File: src/rtl/spi_master_pkg.sv
// Shared types and defaults for the pixel SPI initiator.
// Frame sequencing: IDLE -> SETUP -> SHIFT_HI <-> SHIFT_LO -> DONE -> GAP -> IDLE.
package spi_master_pkg;

  localparam int unsigned MAX_PIXEL_BITS     = 24;
  localparam int unsigned CLK_DIV_DEFAULT    = 4;
  localparam int unsigned GAP_CYCLES_DEFAULT = 4;

  typedef enum logic [2:0] {
    StIdle,
    StSetup,
    StShiftHi,
    StShiftLo,
    StDone,
    StGap
  } state_e;

  // Width of a counter that must hold values 0..n-1 (never narrower than one bit).
  function automatic int unsigned cnt_width(input int unsigned n);
    return (n < 2) ? 1 : $clog2(n);
  endfunction

endpackage

File: src/rtl/spi_dep_signal_synchronizer.sv
// Multi-flop synchronizer for a single asynchronous level signal.
module spi_dep_signal_synchronizer #(
  parameter int unsigned STAGES    = 2,
  parameter logic        RESET_VAL = 1'b0
) (
  input  logic clk_i,
  input  logic nreset_i,
  input  logic d_i,
  output logic q_o
);

  logic [STAGES-1:0] r_sync;

  always_ff @(posedge clk_i or negedge nreset_i) begin
    if (!nreset_i) begin
      r_sync <= {STAGES{RESET_VAL}};
    end else begin
      r_sync <= {r_sync[STAGES-2:0], d_i};
    end
  end

  assign q_o = r_sync[STAGES-1];

endmodule

File: src/rtl/spi_px_master.sv
// Mode-0, MSB-first, full-duplex SPI initiator: one pixel word out, one result word in per frame.
// Requires PIXEL_BITS >= 3, CLK_DIV >= 4, GAP_CYCLES >= 1.
module spi_px_master
  import spi_master_pkg::*;
#(
  parameter int unsigned PIXEL_BITS = MAX_PIXEL_BITS,
  parameter int unsigned CLK_DIV    = CLK_DIV_DEFAULT,
  parameter int unsigned GAP_CYCLES = GAP_CYCLES_DEFAULT
) (
  input  logic                  clk_i,
  input  logic                  nreset_i,
  input  logic [PIXEL_BITS-1:0] tx_px_i,
  input  logic                  tx_valid_i,
  output logic                  tx_ready_o,
  output logic [PIXEL_BITS-1:0] rx_px_o,
  output logic                  rx_valid_o,
  output logic                  busy_o,
  output logic                  spi_sck_o,
  output logic                  spi_cs_o,
  output logic                  spi_sdo_o,
  input  logic                  spi_sdi_i
);

  localparam int unsigned DivW = cnt_width(CLK_DIV);
  localparam int unsigned BitW = cnt_width(PIXEL_BITS + 1);
  localparam int unsigned GapW = cnt_width(GAP_CYCLES);

  localparam logic [DivW-1:0] DivLast  = DivW'(CLK_DIV - 1);
  localparam logic [BitW-1:0] BitsInit = BitW'(PIXEL_BITS);
  localparam logic [GapW-1:0] GapLast  = GapW'(GAP_CYCLES - 1);

  state_e                r_state;
  logic [DivW-1:0]       r_div;
  logic [BitW-1:0]       r_bits;
  logic [GapW-1:0]       r_gap;
  // MSB goes straight to MOSI on accept, so only the remaining bits are held here.
  logic [PIXEL_BITS-2:0] r_tx_sh;
  logic [PIXEL_BITS-1:0] r_rx_sh;
  logic [PIXEL_BITS-1:0] r_rx_px;
  logic                  r_rx_valid;
  logic                  r_ready;
  logic                  r_sck;
  logic                  r_cs;
  logic                  r_sdo;

  logic w_sdi;
  logic w_div_last;

  spi_dep_signal_synchronizer #(
    .STAGES    (2),
    .RESET_VAL (1'b0)
  ) u_sdi_sync (
    .clk_i    (clk_i),
    .nreset_i (nreset_i),
    .d_i      (spi_sdi_i),
    .q_o      (w_sdi)
  );

  assign w_div_last = (r_div == DivLast);

  always_ff @(posedge clk_i or negedge nreset_i) begin
    if (!nreset_i) begin
      r_state    <= StIdle;
      r_div      <= '0;
      r_bits     <= '0;
      r_gap      <= '0;
      r_tx_sh    <= '0;
      r_rx_sh    <= '0;
      r_rx_px    <= '0;
      r_rx_valid <= 1'b0;
      r_ready    <= 1'b1;
      r_sck      <= 1'b0;
      r_cs       <= 1'b1;
      r_sdo      <= 1'b0;
    end else begin
      r_rx_valid <= 1'b0;
      unique case (r_state)
        StIdle: begin
          if (tx_valid_i && r_ready) begin
            r_tx_sh <= tx_px_i[PIXEL_BITS-2:0];
            r_sdo   <= tx_px_i[PIXEL_BITS-1];
            r_bits  <= BitsInit;
            r_div   <= '0;
            r_cs    <= 1'b0;
            r_ready <= 1'b0;
            r_state <= StSetup;
          end
        end
        StSetup: begin
          if (w_div_last) begin
            r_div   <= '0;
            r_sck   <= 1'b1;
            r_state <= StShiftHi;
          end else begin
            r_div <= r_div + 1'b1;
          end
        end
        StShiftHi: begin
          if (w_div_last) begin
            // Sample at the end of the high phase so the synchronizer has settled.
            r_rx_sh <= {r_rx_sh[PIXEL_BITS-2:0], w_sdi};
            r_sdo   <= r_tx_sh[PIXEL_BITS-2];
            r_tx_sh <= {r_tx_sh[PIXEL_BITS-3:0], 1'b0};
            r_bits  <= r_bits - 1'b1;
            r_div   <= '0;
            r_sck   <= 1'b0;
            r_state <= StShiftLo;
          end else begin
            r_div <= r_div + 1'b1;
          end
        end
        StShiftLo: begin
          if (w_div_last) begin
            r_div <= '0;
            if (r_bits == '0) begin
              r_cs       <= 1'b1;
              r_sdo      <= 1'b0;
              r_rx_px    <= r_rx_sh;
              r_rx_valid <= 1'b1;
              r_state    <= StDone;
            end else begin
              r_sck   <= 1'b1;
              r_state <= StShiftHi;
            end
          end else begin
            r_div <= r_div + 1'b1;
          end
        end
        StDone: begin
          r_gap   <= '0;
          r_state <= StGap;
        end
        StGap: begin
          if (r_gap == GapLast) begin
            r_ready <= 1'b1;
            r_state <= StIdle;
          end else begin
            r_gap <= r_gap + 1'b1;
          end
        end
        default: r_state <= StIdle;
      endcase
    end
  end

  assign tx_ready_o = r_ready;
  assign rx_px_o    = r_rx_px;
  assign rx_valid_o = r_rx_valid;
  assign busy_o     = (r_state != StIdle);
  assign spi_sck_o  = r_sck;
  assign spi_cs_o   = r_cs;
  assign spi_sdo_o  = r_sdo;

endmodule

File: config.mk
export PLATFORM = sky130hd
export DESIGN_NAME = spi_px_master
export DESIGN_NICKNAME = d
export VERILOG_FILES = /design/src/rtl/spi_master_pkg.sv /design/src/rtl/spi_dep_signal_synchronizer.sv /design/src/rtl/spi_px_master.sv
export SDC_FILE = /design/constraint.sdc
export NUM_CORES = 1
export LEC_CHECK = 0
export ABC_CLOCK_PERIOD_IN_PS = 2250
export CAP_MARGIN = 25
export CORE_MARGIN = 2
export CORE_UTILIZATION = 48
export CTS_CLUSTER_SIZE = 25
export DETAILED_ROUTE_END_ITERATION = 10
export PLACE_DENSITY = 0.75
export SETUP_SLACK_MARGIN = 0.4
export SLEW_MARGIN = 0
export SYNTH_ARGS = -nofsm -noshare
export SYNTH_HDL_FRONTEND = slang
export SYNTH_SLANG_ARGS = --single-unit
File: constraint.sdc
create_clock -name clk_i -period 2.25 [get_ports clk_i]
set_input_delay 0.675 -clock clk_i [delete_from_list [all_inputs] [get_ports clk_i]]
set_output_delay 0.675 -clock clk_i [all_outputs]
set_load 0.1 [all_outputs]
==> impl_metrics.json <==
{
  "wl_mm": 8.018,
  "grt_max_degree": 49,
  "p_int_w": 0.002133,
  "cts_tree": "built",
  "post-route-period-util_pct": 96.29,
  "syn_nets": 322,
  "vias_per_cell": 5.376,
  "cts-root-buf": "clkbuf_8",
  "cp-start-kind": "register",
  "diodes": 0,
  "synth_area_leaders": "dfrtp_1 (59%), mux2_2 (14%), mux2i_1 (5.9%), a21oi_1 (3.7%), nor2_1 (2.7%)",
  "use_met3_pct": 4.312,
  "io_buffers": 57,
  "synth_seq_cells": 90,
  "clk_latency_ns": 0.36,
  "hp-class": "input pin to async pin",
  "top_usage_layer": "met2",
  "core_area_um2": 7647,
  "die_x_um": 92.33,
  "use_met2_pct": 27.07,
  "global_route.usage.met1_pct": 21.72,
  "synth_area_leader_cell": "dfrtp_1",
  "syn-instance-count": 291,
  "dpl_worst_slack_ns": 0.09061,
  "path_clk_slew_ns": 0.09,
  "setup_viol": 0,
  "grt_pass1_vias": 2389,
  "final_cell_mix": "dfrtp_1 (85), buf_4 (47), a21oi_1 (28), mux2_2 (27), nor2_1 (26)",
  "netSwitchingFraction_pct": 23.27,
  "yosysTopAreaCellShare_pct": 58.80,
  "cp-end-kind": "register",
  "relSlewSlack_pct": 62.88,
  "path_class": "register to register",
  "avgRoutedWirePerCell_um": 16.67,
  "worstPathRequired_ns": 2.50,
  "worstPathArrival_ns": 2.41,
  "ys_warn_count": 0,
  "initial_utilization_pct": 48.97,
  "row_count": 32,
  "min_period_ns": 2.167,
  "ys_seq_area_share_pct": 60.21,
  "synth_flop_cell": "dfrtp_1",
  "drc_errors": 0,
  "drv_cap": 0,
  "synth.avg_cell_area_um2": 12.87,
  "via_count": 2586,
  "switching_power_w": 0.0006468,
  "p_comb_share_pct": 4.3,
  "async_flop_share_pct": 100.0,
  "p_per_area_nw_per_um2": 550.1,
  "antenna_left": 0,
  "place.gp.congestion": 0.8090,
  "fin_skew_ns": 0.01194,
  "ios": 58,
  "drtIter0Drc": 106,
  "dpl.hpwl_mm": 4.350,
  "layout_commonest_cell": "dfrtp_1",
  "power_frac_clock_pct": 36.4,
  "vdd.ir_drop.worst_uv": 372.1,
  "drive_above_1_share_pct": 37.99,
  "grt_pass1_wl_mm": 11.27,
  "die-area_um2": 8524,
  "dieHeight_um": 92.33,
  "clk_path_buf_depth": 2,
  "synth_enable_flop_cells": 0,
  "hold_slack_ns": 0.3005,
  "p_leak_nw": 2.355,
  "max_freq_ghz": 0.4616,
  "seqPwrFrac_pct": 59.3,
  "cts_max_level": 3,
  "syn_area_um2": 3745,
  "totalNegativeSetupSlack_ns": 0,
  "overflow": 0,
  "antenna_found_initial": 0,
  "drt_pass1_iterations": 4,
  "setup_ws_ns": 0.08344,
  "cts_made_buffers": 9,
  "hold_violations": 0,
  "finish.net_count": 405,
  "rsz0062_at_grt": "yes",
  "slew_violations": 0,
  "area_growth_pct": 34.95,
  "cp_max_fo": 6,
  "cts_num_sinks": 90,
  "p_total_w": 0.002780,
  "tightest_slew_ns": 0.5568,
  "grt_util_all_layers_pct": 16.81,
  "status": "completed",
  "ys_types": 39
}
-- flip-flops by register name, indices dropped and copies added (netlist names), 2 cells and up --
name               cells
r_rx_sh               24
rx_px_o               24
r_tx_sh               23
r_bits                 5
r_state                3
r_div                  2
r_gap                  2
u_sdi_sync.r_sync      2
-- metal layers --
layer  routed length (µm)  vias to the layer above
met3                  327                        7
met5                    0                        -
met2                 3896                       64
met4                  103                        0
met1                 3691                     1321
li1                     -                     1194
-- critical path: stages, from the launching register on --
cell	delay (ns)
dfrtp_1	0.41
inv_2	0.09
ha_4	0.14
or4b_4	0.50
nor4b_4	0.28
buf_6	0.17
buf_6	0.15
mux2_2	0.33
-- cells in the mapped netlist (2+ instances only) --
master / n
dfrtp_1: 88
o41ai_1: 3
and2_1: 2
inv_1: 7
buf_6: 2
mux2i_1: 22
o22ai_1: 2
buf_1: 2
nand3_1: 2
a21oi_1: 28
o31ai_1: 2
ha_1: 3
nor2_1: 27
mux2_2: 48
o21ai_0: 7
a21o_1: 2
dfstp_2: 2
clkbuf_1: 10
nand2_1: 9
buf_2: 2
nor3b_1: 2
a31oi_1: 2
-- what timing repair did --
item / in CTS / in global routing
endpoints found under the setup margin: 29 / 48
hold buffers: 0 / 0
gates resized for setup: 5 / 29
gates cloned: 0 / 6
setup buffers: 2 / 13
pin swaps: 0 / 6
-- power by group through the flow --
stage | clock network (W) | registers, W | logic (W)
floorplan | 0 | 0.00168 | 0.0000299
global placement | 0 | 0.00168 | 0.000119
detailed placement | 0 | 0.00168 | 0.000122
CTS | 0.00104 | 0.00165 | 0.000122
global route | 0.00110 | 0.00165 | 0.000135
finish | 0.00101 | 0.00165 | 0.000120
-- logic make-up (layout without fill, tap and decap cells) --
group | count (synthesis) | count (layout) | synth area share, %
flip-flops | 90 | 90 | 60.21
multiplexers | 71 | 71 | 20.61
AND/OR/NAND/NOR | 54 | 54 | 7.618
AO/OA/AOI/OAI | 49 | 49 | 7.551
buffers and inverters | 23 | 111 | 2.773
adder cells (fa/ha/maj) | 3 | 3 | 1.002
XOR/XNOR | 1 | 1 | 0.2339
-- through the flow --
stage | utilization, % | std cells | cell area, µm²
after floorplan | - | 291 | 3791
after global placement | 58.79 | 444 | 4496
after detailed placement | 58.79 | 444 | 4496
after CTS | 61.60 | 462 | 4711
after global routing | 66.08 | 481 | 5054
final | 66.08 | 481 | 5054
-- area by class of cell --
class                           instances  area (µm²)
Clock buffer                           10       137.6
Sequential cell                        90        2262
Tap cell                              102       127.6
Fill cell                             593        2594
Multi-Input combinational cell        178        1545
Clock inverter                          6       40.04
Inverter                                7       26.28
Timing Repair Buffer                   88       914.6
-- worst paths after layout --
path / endpoint / cells after the start / from / slack (ns)
max: rx_px_o[1] / 7 / r_bits[0] / 0.08
min: r_div[0] / 1 / nreset_i / 0.30
max reg2reg: rx_px_o[1] / 7 / r_bits[0] / 0.08
min reg2reg: u_sdi_sync.r_sync[1] / 0 / u_sdi_sync.r_sync[0] / 0.36
max in group asynchronous: r_rx_sh[11] / 2 / nreset_i / 1.38
min in group clk_i: u_sdi_sync.r_sync[1] / 0 / u_sdi_sync.r_sync[0] / 0.36
Note: power is estimated with default switching activity, not from simulation.
